**src/rtl/mem_stream_pkg.sv**
```systemverilog
// mem_stream_pkg: default widths and {address,data} store-beat pack/unpack helpers, address in the MSBs
package mem_stream_pkg;
  localparam int ADDR_W_DEF = 2;
  localparam int DATA_W_DEF = 32;
  localparam int REQ_W_DEF = 3;
  function automatic int st_addr_lsb(input int data_w);
    return data_w;
  endfunction
  function automatic logic [ADDR_W_DEF+DATA_W_DEF-1:0] st_pack(input logic [ADDR_W_DEF-1:0] a, input logic [DATA_W_DEF-1:0] d);
    return {a, d};
  endfunction
endpackage

```
**src/rtl/axis_fifo2.sv**
```systemverilog
// axis_fifo2: 2-entry valid/ready FIFO; in_ready depends only on registered occupancy
module axis_fifo2 #(
  parameter int W = 33
) (
  input  logic         clk,
  input  logic         rst,
  input  logic [W-1:0] in_data,
  input  logic         in_valid,
  output logic         in_ready,
  output logic [W-1:0] out_data,
  output logic         out_valid,
  input  logic         out_ready
);
  logic [1:0] count_q, count_d;
  logic [W-1:0] head_q, head_d, tail_q, tail_d;
  logic push, pop;
  always_comb begin
    in_ready = count_q != 2'd2;
    out_valid = count_q != 2'd0;
    out_data = head_q;
    push = in_valid & in_ready;
    pop = out_valid & out_ready;
    count_d = count_q + 2'(push) - 2'(pop);
    head_d = head_q;
    tail_d = tail_q;
    if (pop) head_d = count_q == 2'd2 ? tail_q : in_data;
    if (push && count_q == 2'd0) head_d = in_data;
    if (push && count_q == 2'd1 && !pop) tail_d = in_data;
  end
  always_ff @(posedge clk) begin
    if (rst) begin
      count_q <= '0;
      head_q <= '0;
      tail_q <= '0;
    end else begin
      count_q <= count_d;
      head_q <= head_d;
      tail_q <= tail_d;
    end
  end
endmodule

```
**src/rtl/axi_stream_mem_responder.sv**
```systemverilog
// axi_stream_mem_responder: word-array memory endpoint serving store and load-request AXI streams
module axi_stream_mem_responder
  import mem_stream_pkg::*;
#(
  parameter int ADDR_W = ADDR_W_DEF,
  parameter int DATA_W = DATA_W_DEF,
  parameter int REQ_W  = REQ_W_DEF
) (
  input  logic                     clk,
  input  logic                     reset,
  input  logic [ADDR_W+DATA_W-1:0] s_axis_st_tdata,
  input  logic                     s_axis_st_tvalid,
  output logic                     s_axis_st_tready,
  input  logic                     s_axis_st_tlast,
  input  logic [REQ_W-1:0]         s_axis_req_tdata,
  input  logic                     s_axis_req_tvalid,
  output logic                     s_axis_req_tready,
  input  logic                     s_axis_req_tlast,
  output logic [DATA_W-1:0]        m_axis_pl_tdata,
  output logic                     m_axis_pl_tvalid,
  input  logic                     m_axis_pl_tready,
  output logic                     m_axis_pl_tlast,
  output logic                     st_batch_done,
  output logic [15:0]              st_count,
  output logic [15:0]              ld_count
);
  localparam int DEPTH = 2**ADDR_W;
  localparam int LSB = st_addr_lsb(DATA_W);
  logic [DATA_W-1:0] mem_q [DEPTH];
  logic [DATA_W-1:0] mem_d [DEPTH];
  logic [ADDR_W-1:0] st_addr, rd_addr;
  logic [DATA_W-1:0] st_data, rd_data;
  logic st_acc, pop, fifo_in_ready, unused_req;
  logic st_batch_done_q, st_batch_done_d;
  logic [15:0] st_count_q, st_count_d, ld_count_q, ld_count_d;
  always_comb begin
    st_addr = s_axis_st_tdata[LSB +: ADDR_W];
    st_data = s_axis_st_tdata[DATA_W-1:0];
    rd_addr = s_axis_req_tdata[ADDR_W-1:0];
    unused_req = ^s_axis_req_tdata;
    st_acc = s_axis_st_tvalid & ~reset;
    // write-first: a same-cycle store to the requested word is forwarded
    rd_data = (st_acc && st_addr == rd_addr) ? st_data : mem_q[rd_addr];
    mem_d = mem_q;
    if (st_acc) mem_d[st_addr] = st_data;
    pop = m_axis_pl_tvalid & m_axis_pl_tready;
    st_batch_done_d = st_acc & s_axis_st_tlast;
    st_count_d = st_count_q + 16'(st_acc);
    ld_count_d = ld_count_q + 16'(pop);
    s_axis_st_tready = ~reset;
    s_axis_req_tready = fifo_in_ready & ~reset;
    st_batch_done = st_batch_done_q;
    st_count = st_count_q;
    ld_count = ld_count_q;
  end
  always_ff @(posedge clk) mem_q <= mem_d;
  always_ff @(posedge clk) begin
    if (reset) begin
      st_batch_done_q <= 1'b0;
      st_count_q <= '0;
      ld_count_q <= '0;
    end else begin
      st_batch_done_q <= st_batch_done_d;
      st_count_q <= st_count_d;
      ld_count_q <= ld_count_d;
    end
  end
  axis_fifo2 #(.W(DATA_W+1)) u_fifo (
    .clk      (clk),
    .rst      (reset),
    .in_data  ({s_axis_req_tlast, rd_data}),
    .in_valid (s_axis_req_tvalid & ~reset),
    .in_ready (fifo_in_ready),
    .out_data ({m_axis_pl_tlast, m_axis_pl_tdata}),
    .out_valid(m_axis_pl_tvalid),
    .out_ready(m_axis_pl_tready)
  );
endmodule
```
**config.mk**
```make
export PLATFORM = sky130hd
export DESIGN_NAME = axi_stream_mem_responder
export DESIGN_NICKNAME = d
export VERILOG_FILES = /design/src/rtl/mem_stream_pkg.sv /design/src/rtl/axis_fifo2.sv /design/src/rtl/axi_stream_mem_responder.sv
export SDC_FILE = /design/constraint.sdc
export NUM_CORES = 1
export LEC_CHECK = 0
export BUFFER_PORTS_ARGS = -buffer_cell sky130_fd_sc_hd__buf_2
export CAP_MARGIN = 25
export CORE_ASPECT_RATIO = 0.5
export CORE_UTILIZATION = 45
export DETAILED_ROUTE_END_ITERATION = 8
export PLACE_DENSITY = 0.7
export SYNTH_ARGS = -nofsm -noshare
export SYNTH_HDL_FRONTEND = slang
export SYNTH_HIERARCHICAL = 1
export SYNTH_SLANG_ARGS = --single-unit
```
**constraint.sdc**
```tcl
create_clock -name clk -period 4.51 [get_ports clk]
set_input_delay 0.902 -clock clk [delete_from_list [all_inputs] [get_ports clk]]
set_output_delay 0.902 -clock clk [all_outputs]
set_load 0.1 [all_outputs]
```
== Word-level counts from Yosys, hierarchy flattened ==
Cells that the tools add are included.

* Flip-flop bits (word level): 229
* Input bits: 44
* Output and inout port bits: 69
* Word-level logic and storage cells: 49

* $add $sub $neg: 4
* Order comparisons: 3
* Eq/ne operators: 4
* Mux-type cells: 10
* Bitwise logic cells: 9
* Reduce and logical (&&, ||, !) cells: 9

{| class="wikitable"
|+ Operator list
! operator !! count
|-
| bitwise mux 128 bit || 1
|-
| two-way mux 32 bit || 4
|-
| two-way mux 33 bit || 3
|-
| binary-select mux 32 bit (select 2 bit) || 1
|-
| demux 32 bit (select 2 bit) || 1
|-
| adder 16 x 1 -> 16 bit || 2
|-
| bitwise AND 1 bit || 6
|-
| >= comparator 3 bit, second input constant || 2
|-
| inverter 2 -> 3 bit || 2
|-
| logical AND 1 bit || 5
|-
| nonzero test 2 bit || 2
|-
| less-than comparator 3 x 1 -> 1 bit, second input constant || 1
|-
| adder 2 x 1 -> 2 bit || 1
|-
| == test 2 x 1 -> 1 bit, second input constant || 1
|-
| == test 2 bit || 1
|-
| == test 2 bit, second input constant || 1
|-
| zero test 2 bit || 1
|-
| inequality test 2 bit, second input constant || 1
|-
| subtractor 2 x 1 -> 2 bit || 1
|-
| zero test 1 bit || 1
|-
| inverter 1 bit || 1
|}

== Depth between registers and ports, before layout ==
Gate-level depths: netlist of run 1.

* Word-level depth: 8
* Mapped depth: 9

== Modules after synthesis ==
The synthesis of run 1 kept the hierarchy.

{| class="wikitable"
|+ Modules (own cells, without submodules)
! module !! instances !! cells each !! area an instance (um2) !! sequential area each (um2)
|-
| axi_stream_mem_responder || 1 || 381 || 6708.9 || 4504.3
|-
| axis_fifo2 || 1 || 319 || 3164.3 || 1361.3
|}

== Worst setup path before layout of run 1 ==
Ideal clock, no wire load.

* Path type: input -> register
* Start point: input port reset
* End point: register mem_q[100] (netlist bit) (enable)
* Data arrival time: 3539 ps
* Data required time: 4042 ps
* Path slack: 502 ps
* Stages on the path: 2
* Cell sequence: and2b_2 -> nor3b_1

* Word-level cells in the longest chain between the ends: 2

{| class="wikitable"
|+ Ends and longest elaborated chain
! what !! line !! source
|-
| start: declaration || axi_stream_mem_responder.sv:10 || <nowiki>input logic reset,</nowiki>
|-
| inverter 1 bit || axi_stream_mem_responder.sv:41 || <nowiki>st_acc = s_axis_st_tvalid & ~reset;</nowiki>
|-
| bitwise AND 1 bit || axi_stream_mem_responder.sv:41 ||
|-
| end signal: assignment || axi_stream_mem_responder.sv:56 || <nowiki>always_ff @(posedge clk) mem_q <= mem_d;</nowiki>
|-
| end: declaration || axi_stream_mem_responder.sv:29 || <nowiki>logic [DATA_W-1:0] mem_q [DEPTH];</nowiki>
|}

Every way passes these cells.
A chain may end at the register's enable or synchronous reset.

== Worst setup path in the final report of run 1 ==
* Start point: input port reset
* End point: output port s_axis_st_tready

* Word-level cells in the longest chain between the ends: 1

{| class="wikitable"
|+ Ends and longest elaborated chain
! what !! line !! source
|-
| inverter 1 bit || axi_stream_mem_responder.sv:50 || <nowiki>s_axis_st_tready = ~reset;</nowiki>
|-
| end: declaration || axi_stream_mem_responder.sv:13 || <nowiki>output logic s_axis_st_tready,</nowiki>
|}

Every way passes these cells.

==> reports/summary.txt, run 1 <==
result of the run: finished, final reports clean
CTS Buf Count: 22
most common cell in the netlist: edfxtp_1
Worst EP arrival: 2050 ps
CTS Hold Bufs: 0
adder-cell share of the synthesized area: 0.6336%
XOR/XNOR share of the synthesized area: 2.395%
Setup Skew: 5.801 ps
Post-DRT Antenna Nets: 0
synth top area cells: edfxtp_1 39%, dfxtp_1 20%, mux4_2 6.8%
Least-Margin Pin Slew: 797.0 ps
endpoint class of the critical path: output port
M3 GR Usage: 3.281%
PortBufs: 111
Max stage delay on crit path: 520 ps
period utilization: 65.38%
Core ar.: 0.02102 mm^2
Slew Limit Fails: 0
most frequent CP cell: buf_4
Die Wd: 211.5 um
Post-Route WL: 20.09 mm
Final Cell Area: 0.01122 mm^2
Fmax achieved: 339.1 MHz
initial core utilization: 46.98%
max-cap violations: 0
initial antenna violation count: 2
Total GRT Usage: 17.81%
Buf/Inv on CP: 4
RSZ-0062 raised after global routing: false
Slew headroom: 46.86%
Pre-antenna DRT Iters: 5
I/O pins: 113
Synth Warn #: 6
Crit-path slowest cell: buf_4
# nets final: 853
post-synth top area share: 38.93%
Clock Root Buffer: clkbuf_16
Fin Hold WS: 452.6 ps
Net Count, Synth: 749
clock-pin slew on the worst setup and hold paths: 60 ps
Setup violations, final: 0
CTS tree: built
TNS Setup: 0 ps
Post-synth EDFFs: 128
GR Util met2: 30.19%
Distinct cells, synth: 55
largest net degree at the start of global routing: 54
Synth area leader: edfxtp_1
mux cell area share after synthesis: 15.63%
number of vias per cell: 5.344
final hold violation count: 0
Synth Area in Simple Gates: 10.91%
post-CTS sizing: 0
Synth Area in Compound Gates: 6.311%
first-pass GRT wire length: 31.66 mm
post-synthesis async set-or-reset flop share: 0%
leakage: 4.284 nW
Final GP Congestion: 0.7659
busiest grt layer: met2
DP HPWL: 12.39 mm
HP Class: flop to flop
initial drt markers: 401
GR Layer Usage met1: 23.46%
Placement Cell Area: 0.01050 mm^2
Peak VDD IR: 0.3172 mV
vias in the first global route: 5951
delay-heaviest family, CP: buffers and inverters
Tot Pwr: 5.421 mW
DRC: 0
main combinational cell family by area after synthesis: multiplexers
Seq/Total Area, Yosys: 59.41%
Layout area overhead: 13.61%
# rows: 37
die span in y: 106.7 um
Worst Setup Path Type: input pin to output port
total gr overflow: 0
Syn Inst Count: 700
Critical Path RT: 3610 ps
crit-path cells: buf_4 > buf_4 > inv_1 > buf_2
share of cells above drive strength 1: 33.41%
via count: 5953
#FFs+latches synth: 229
Num Clock Sinks: 229
H-tree levels: 1
CP Launch Type: input pin
synth cell count leaders: 128 x edfxtp_1, 101 x dfxtp_1, 78 x nand2_1, 38 x nor3_1
Power Dens Cells: 483.3 mW/mm^2
mean routed wirelength per cell: 18.03 um
CP max FO: 53
Setup Fix Bufs, Post-CTS: 0
Mean Syn Cell Area: 14.10 um^2
Post-Syn Area: 0.009873 mm^2
clock buffer depth: 3
Synth Flop Type: edfxtp_1
clk_lat worst skew: 510 ps
Die Footprint: 0.02257 mm^2
final worst path period need: 2949 ps
-- area by class of cell --
type,instances,area (um^2)
Timing Repair Buffer,128,685.7
Clock inverter,9,110.1
Inverter,7,26.28
Tap cell,292,365.4
Multi-Input combinational cell,416,3561
Antenna cell,2,5.005
Fill cell,1728,9801
Clock buffer,31,598.1
Sequential cell,229,5866
-- metrics by stage --
step | cells | util, % | setup slack [ps]
final | 1114 | 53.37 | 1561
after global routing | 1112 | 53.35 | 1494
after floorplan | 700 | - | 502.4
after global placement | 1072 | 49.98 | 1429
after CTS | 1112 | 53.35 | 1514
after detailed placement | 1072 | 49.98 | 1379
-- flip-flops by register name, indices dropped and copies added (netlist names) --
signal	flops
u_fifo/tail_q	33
st_batch_done	1
mem_q	128
ld_count	16
u_fifo/out_data	33
st_count	16
u_fifo/count_q	2
-- metal layers --
layer	vias to the layer above	share of wire, %
met4	0	2.3
met3	31	4.5
met5	-	0
met1	2984	45
met2	123	48
li1	2815	-
-- power by group --
| part | switching, mW | leakage, nW | internal (mW) |
|---|---|---|---|
| clock | 0.775 | 0.345 | 1.05 |
| sequential | 0.0656 | 1.98 | 2.32 |
| combinational | 0.903 | 1.95 | 0.306 |
| total | 1.74 | 4.28 | 3.68 |
-- cells in the final DEF, fill, tap and decap left out, types with 19 or more instances in the layout --
cell type | netlist | final
edfxtp_1 | 128 | 128
buf_2 | 6 | 110
dfxtp_1 | 101 | 101
nand2_1 | 78 | 78
nor3_1 | 38 | 38
a21oi_1 | 35 | 35
nor2_1 | 35 | 34
mux2i_1 | 33 | 33
mux4_2 | 30 | 30
mux2_4 | 30 | 30
a211oi_2 | 30 | 30
clkbuf_16 | 0 | 22
xnor2_1 | 19 | 19
-- worst reg2reg max path: cells and delay by family, from the launching register on --
kind                       cells  cell delay (ps)
and+or+nand+nor                5              940
DFF                            1              550
adders and majority gates      1              240
xor gates and xnor gates       1              170
-- kinds of logic after synthesis --
group,count (synthesis)
DFF,229
and+or+nand+nor,211
muxes,98
AOI/OAI and AO/OA,75
buffers and inverters,55
xor gates and xnor gates,27
adders and majority gates,5
-- final timing paths --
kind | startpoint | depth (start not counted) | to | slack (ps)
max | reset | 4 | s_axis_st_tready | 1560
min | u_fifo/tail_q[8] | 2 | u_fifo/tail_q[8] | 450
max reg2reg | u_fifo/count_q[0] | 7 | ld_count[12] | 2470
min reg2reg | u_fifo/tail_q[8] | 2 | u_fifo/tail_q[8] | 450
(Power assumes the default switching activity.)
==> run 2, diff against run 1 <==
- clock period: 4.51 -> 2.9 ns (I/O delays scaled with it)
==> reports/summary.txt, run 2 (synthesis gave the netlist of run 1 again) <==
Peak VDD IR: 0.4036 mV (+27%)
clock buffer depth: 3 (unchanged)
Largest Register: mem_q
endpoint class of the critical path: output port
CP max FO: 10 (-81%)
fillers: 1745 (+0.98%)
# rows: 37 (unchanged)
crit-path cells: or2b_2 > nor2b_1 > buf_12
PortBufs: 111 (unchanged)
Hold Path Depth: 2 (unchanged)
clock-pin slew on the worst setup and hold paths: 60 ps (about the same)
Least-Margin Pin Slew: 1047 ps (+250.1 ps)
post-CTS sizing: 0 (unchanged)
Critical Path RT: 2320 ps (-1290 ps)
Post-Route WL: 20.61 mm (+2.6%)
Final Cell Area: 0.01132 mm^2 (+0.94%)
multi-input logic area: 0.003567 mm^2 (+0.18%)
Largest register FFs: 128 (unchanged)
Die Footprint: 0.02257 mm^2 (unchanged)
commonest non-fill, non-tap cells in the layout: 128 x edfxtp_1, 109 x buf_2, 101 x dfxtp_1
die span in y: 106.7 um (unchanged)
Slew headroom: 30.19% (-17 points)
final worst path period need: 2275 ps
Num Clock Sinks: 229 (unchanged)
RSZ-0062 raised after global routing: false
Setup Skew: 10.23 ps (+4.428 ps)
Worst R2R End: ld_count[11]
Final GP Congestion: 0.7638 (-0.27%)
Core ar.: 0.02102 mm^2 (unchanged)
leakage: 4.340 nW (+1.3%)
I/O pins: 113 (unchanged)
CTS Hold Bufs: 0 (unchanged)
Crit-path slowest cell: dfxtp_1
Worst R2R Start: u_fifo/count_q[0]
Setup Fix Bufs, Post-CTS: 0 (unchanged)
share of cells above drive strength 1: 34.30% (+0.89 points)
register area: 0.005866 mm^2 (unchanged)
initial antenna violation count: 1 (-1)
Pre-antenna DRT Iters: 5 (unchanged)
TNS Setup: 0 ps (unchanged)
final hold violation count: 0 (unchanged)
Slew Limit Fails: 0 (unchanged)
DP HPWL: 12.86 mm (+3.8%)
Total GRT Usage: 18.61% (+0.80 points)
initial core utilization: 46.98% (unchanged)
Die Wd: 211.5 um (unchanged)
Fmax achieved: 439.6 MHz
CP Launch Type: flop
Worst Setup Path Type: flop to output port
HP Class: input pin to flop
CTS tree: built
Post-DRT Antenna Nets: 0 (unchanged)
most common cell after layout, fill and taps aside: edfxtp_1
number of vias per cell: 5.328 (-0.30%)
# nets final: 859 (+0.70%)
largest net degree at the start of global routing: 79 (+46%)
initial drt markers: 397 (-1.0%)
Register-to-Register Setup Slack: 880 ps (-1590 ps)
clk_lat worst skew: 510 ps (about the same)
vias in the first global route: 5859 (-1.5%)
Power Dens Cells: 742.6 mW/mm^2 (+54%)
max-cap violations: 0 (unchanged)
Setup violations, final: 0 (unchanged)
Placement Cell Area: 0.01063 mm^2 (+1.2%)
total gr overflow: 0 (unchanged)
hold_sp: s_axis_st_tlast
period utilization: 78.45%
CTS Buf Count: 21 (-4.5%)
Clock Root Buffer: clkbuf_16
Worst Reg2Reg Path Length in Cells: 7 (unchanged)
hold worst-path end: st_batch_done
via count: 5967 (+0.24%)
result of the run: finished, final reports clean
DRC: 0 (unchanged)
first-pass GRT wire length: 32.50 mm (+2.7%)
Tot Pwr: 8.408 mW (+55%)
Max stage delay on crit path: 520 ps (about the same)
Layout area overhead: 14.67%
Worst EP arrival: 1700 ps (-350 ps)
mean routed wirelength per cell: 18.40 um (+2.0%)
H-tree levels: 1 (unchanged)
run 2: changes by cell type in the layout (fill, tap and decap cells not counted), sizes merged:
| cell | before | now |
|---|---|---|
| inv | 7 | 9 |
| buf | 128 | 135 |
| clkbuf | 31 | 24 |
| clkinv | 5 | 8 |
| diode | 2 | 3 |
run 2: metrics by stage:
| stage | std cells | setup WS (ps) | utilization, % | hold WS, ps |
|---|---|---|---|---|
| after floorplan | 700 | 41.42 | - | 435.3 |
| after global placement | 1079 | 479.6 | 50.57 | 440.6 |
| after detailed placement | 1079 | 452.5 | 50.57 | 445.6 |
| after CTS | 1117 | 595.9 | 53.83 | 262.9 |
| after global routing | 1117 | 553.6 | 53.83 | 300.2 |
| final | 1120 | 624.9 | 53.87 | 286.7 |
run 2: worst max path at each step:
stage | startpoint | to | cells past startpoint
final | u_fifo/count_q[1] | s_axis_req_tready | 3
after floorplan | reset | s_axis_req_tready | 3
after detailed placement | s_axis_req_tdata[0] | u_fifo/out_data[8] | 6
after CTS | u_fifo/count_q[1] | s_axis_req_tready | 3
after global routing | u_fifo/count_q[1] | s_axis_req_tready | 3
after global placement | s_axis_req_tdata[0] | u_fifo/out_data[8] | 6
run 2: routing by layer:
metal,share of wire [%],track usage (%),vias to the layer above
met2,47,31.91,148
met3,5.8,3.808,24
met1,45,24.44,2969
met5,0,0,-
li1,-,-,2826
met4,1.7,4.037,0
run 2: power by group:
part           leakage [nW]  internal (mW)  total (mW)  switching, mW
logic                  2.02          0.498        1.93           1.43
registers              1.98           3.61        3.71         0.0967
clock network         0.339           1.57        2.77           1.20
run 2: layout make-up:
type,count,share of cell area [%]
diodes,3,0.06631
clock buffers,24,4.918
clock inverters,14,1.149
inverters,7,0.2321
multi-input cells,416,31.51
flip-flops and latches,229,51.81
well taps,292,3.227
repair buffers,135,7.095
run 2: worst max-delay path: cells and delay by family, from the launching register on:
| family | cells | cell delay, ps |
|---|---|---|
| AND/OR/NAND/NOR | 2 | 500 |
| buffers and inverters | 1 | 170 |
| flip-flops | 1 | 520 |
==> run 3, diff against run 2 <==
- ABC_AREA: not set -> 1
- clock period: 2.9 -> 2.12 ns (I/O delays scaled with it)
==> reports/summary.txt, run 3 <==
result of the run: finished, final reports clean
Seq pwr share: 38.3% (-5.8 points)
Synth Flop Type: edfxtp_1
initial antenna violation count: 2 (+1)
post-CTS sizing: 0 (unchanged)
Fin Hold WS: 144.6 ps (-142.1 ps)
Hold Path Depth: 3 (+1)
#FFs+latches synth: 229 (unchanged)
vias in the first global route: 8306 (+42%)
commonest non-fill, non-tap cells in the layout: 296 x nand2_1, 252 x nor2_1, 208 x inv_1
internal cell power: 8.299 mW (+46%)
final hold violation count: 0 (unchanged)
via count: 8410 (+41%)
CP max FO: 5 (-5)
clock buffer depth: 3 (unchanged)
Register-to-Register Setup Slack: 260 ps (-620 ps)
Fmax achieved: 520.4 MHz
Mean Syn Cell Area: 8.077 um^2 (-43%)
CTS Buf Count: 21 (unchanged)
Synth Warn #: 6 (unchanged)
HP Class: input pin to flop
clock-pin slew on the worst setup and hold paths: 60 ps (about the same)
Slew headroom: 57.56% (+27 points)
final worst path period need: 1921 ps
Largest register FFs: 128 (unchanged)
first-pass GRT wire length: 39.56 mm (+22%)
period utilization: 90.63%
Pre-antenna DRT Iters: 4 (-1)
leakage: 5.889 nW (+36%)
Psw: 5.402 mW (+98%)
synth top area cells: edfxtp_1 36%, dfxtp_1 19%, nand2_1 10%
initial drt markers: 467 (+18%)
Die Footprint: 0.02430 mm^2 (+7.6%)
Post-Place Cells: 1704 (+58%)
Post-DRT Antenna Nets: 0 (unchanged)
Setup Skew: 12.44 ps (+2.211 ps)
Total GRT Usage: 19.84% (+1.2 points)
Sw Ratio: 39.43% (+7.0 points)
Power Dens Cells: 1106 mW/mm^2 (+49%)
Distinct cells, synth: 30 (-45%)
I/O pins: 113 (unchanged)
endpoint class of the critical path: output port
Syn Inst Count: 1317 (+88%)
share of cells above drive strength 1: 15.82% (-18 points)
RSZ-0062 raised after global routing: false
number of vias per cell: 4.822 (-9.5%)
total gr overflow: 0 (unchanged)
worst setup margin: 198.6 ps (-426.4 ps)
Clock Root Buffer: clkbuf_16
synth cell count leaders: 296 x nand2_1, 254 x nor2_1, 208 x inv_1, 128 x edfxtp_1, 101 x dfxtp_1
mean routed wirelength per cell: 13.29 um (-28%)
largest net degree at the start of global routing: 67 (-15%)
Setup WS pre-CTS: 152.3 ps (-300.2 ps)
Post-Route WL: 23.18 mm (+13%)
post-synthesis async set-or-reset flop share: 0% (unchanged)
Least-Margin Pin Slew: 636.6 ps (-410.5 ps)
Largest Register: mem_q
post-synth top area share: 36.13% (-2.8 points)
Die Wd: 219.4 um (+3.8%)
most common cell in the netlist: nand2_1
CTS Hold Bufs: 0 (unchanged)
DRC: 0 (unchanged)
PortBufs: 111 (unchanged)
DP HPWL: 15.04 mm (+17%)
Synth area leader: edfxtp_1
max-cap violations: 0 (unchanged)
# rows: 39 (+5.4%)
Seq/Total Area, Yosys: 55.14% (-4.3 points)
Num Clock Sinks: 229 (unchanged)
Peak VDD IR: 0.8255 mV (+100%)
Setup violations, final: 0 (unchanged)
# nets final: 1469 (+71%)
Worst Setup Path Type: flop to output port
Post-Syn Area: 0.01064 mm^2 (+7.7%)
clock network power share: 27.3% (-5.7 points)
Layout Cells excl Fill: 1744 (+56%)
Setup Fix Bufs, Post-CTS: 0 (unchanged)
CP Launch Type: flop
Critical Path RT: 1700 ps (-620 ps)
Worst EP arrival: 1500 ps (-200 ps)
Post-synth EDFFs: 128 (unchanged)
Layout area overhead: 16.47%
clk_lat worst skew: 500 ps (about the same)
initial core utilization: 46.28% (-0.69 points)
Net Count, Synth: 1366 (+82%)
CTS tree: built
Logic pwr share: 34.4% (+12 points)
most common cell after layout, fill and taps aside: nand2_1
Tot Pwr: 13.70 mW (+63%)
die span in y: 110.7 um (+3.7%)
Slew Limit Fails: 0 (unchanged)
H-tree levels: 1 (unchanged)
Core ar.: 0.02298 mm^2 (+9.4%)
Final GP Congestion: 0.8488 (+11%)
Worst Reg2Reg Path Length in Cells: 11 (+4)
## run 3: cell types whose count changed in the layout (fill, tap and decap cells not counted), moves of 21 or more
| cell | delta |
|---|---|
| nor2_1 | +218 |
| o21ai_1 | +21 |
| mux4_2 | -30 |
| mux2i_1 | -33 |
| o21ai_0 | +79 |
| mux2_4 | -30 |
| inv_1 | +201 |
| o21ai_2 | +33 |
| nand3_1 | +70 |
| a211oi_2 | -30 |
| nor3_1 | -33 |
| a21oi_1 | -22 |
| nand2_1 | +218 |
## run 3: worst max-delay path, stage by stage (launching register included)
cell and delay, ps:
dfxtp_1 440, inv_2 60, nand2_1 130, inv_1 70
nor2_2 130, buf_12 190
## run 3: logic make-up (layout without fill, tap and decap cells)
| family | Yosys count | in the layout | synth area share [%] |
|---|---|---|---|
| simple gates | 650 | 650 | 24.42 |
| buf+inv | 274 | 392 | 10.81 |
| flops | 229 | 229 | 55.14 |
| compound gates | 151 | 151 | 8.316 |
| xor+xnor | 8 | 8 | 0.7293 |
| fa+ha+maj | 5 | 5 | 0.5881 |
| other cells | 0 | 2 | 0 |
## run 3: worst paths after layout
path / start / end
setup / recovery: u_fifo/count_q[0] / s_axis_req_tready
hold / removal: s_axis_st_tlast / st_batch_done
setup reg to reg: u_fifo/count_q[0] / ld_count[7]
hold reg to reg: ld_count[3] / ld_count[3]
## run 3: layer usage
metal | wire length, um | GRT usage, % | up-vias
met2 | 11260 | 34.74 | 140
met3 | 965 | 3.155 | 29
li1 | - | - | 4310
met4 | 417 | 4.213 | 0
met5 | 0 | 0 | -
met1 | 10540 | 25.82 | 3931
## run 3: area by class of cell
class	count	area [um^2]
Clock buffer	31	654.4
Timing Repair Buffer	142	970.9
Clock inverter	7	36.28
Antenna cell	2	5.005
Sequential cell	229	5867
Inverter	212	799.5
Fill cell	2060	10590
Tap cell	307	384.1
Multi-Input combinational cell	814	3672
## run 3: metrics by stage
| step | utilization [%] | instance area [um^2] | setup TNS [ps] |
|---|---|---|---|
| after global placement | 50.88 | 11690 | 0 |
| final | 53.91 | 12390 | 0 |
| after CTS | 53.88 | 12380 | 0 |
| after global routing | 53.90 | 12390 | 0 |
| after floorplan | - | 10670 | -34390 |
| after detailed placement | 50.88 | 11690 | 0 |
## run 3: power by group through the flow
stage / sequential (mW) / combinational (mW) / clock [mW]
after global routing: 5.30 / 5.13 / 4.00
final: 5.25 / 4.72 / 3.73
after detailed placement: 5.35 / 4.72 / 0
after CTS: 5.25 / 4.74 / 3.80
after floorplan: 7.09 / 2.07 / 0
after global placement: 5.33 / 4.66 / 0
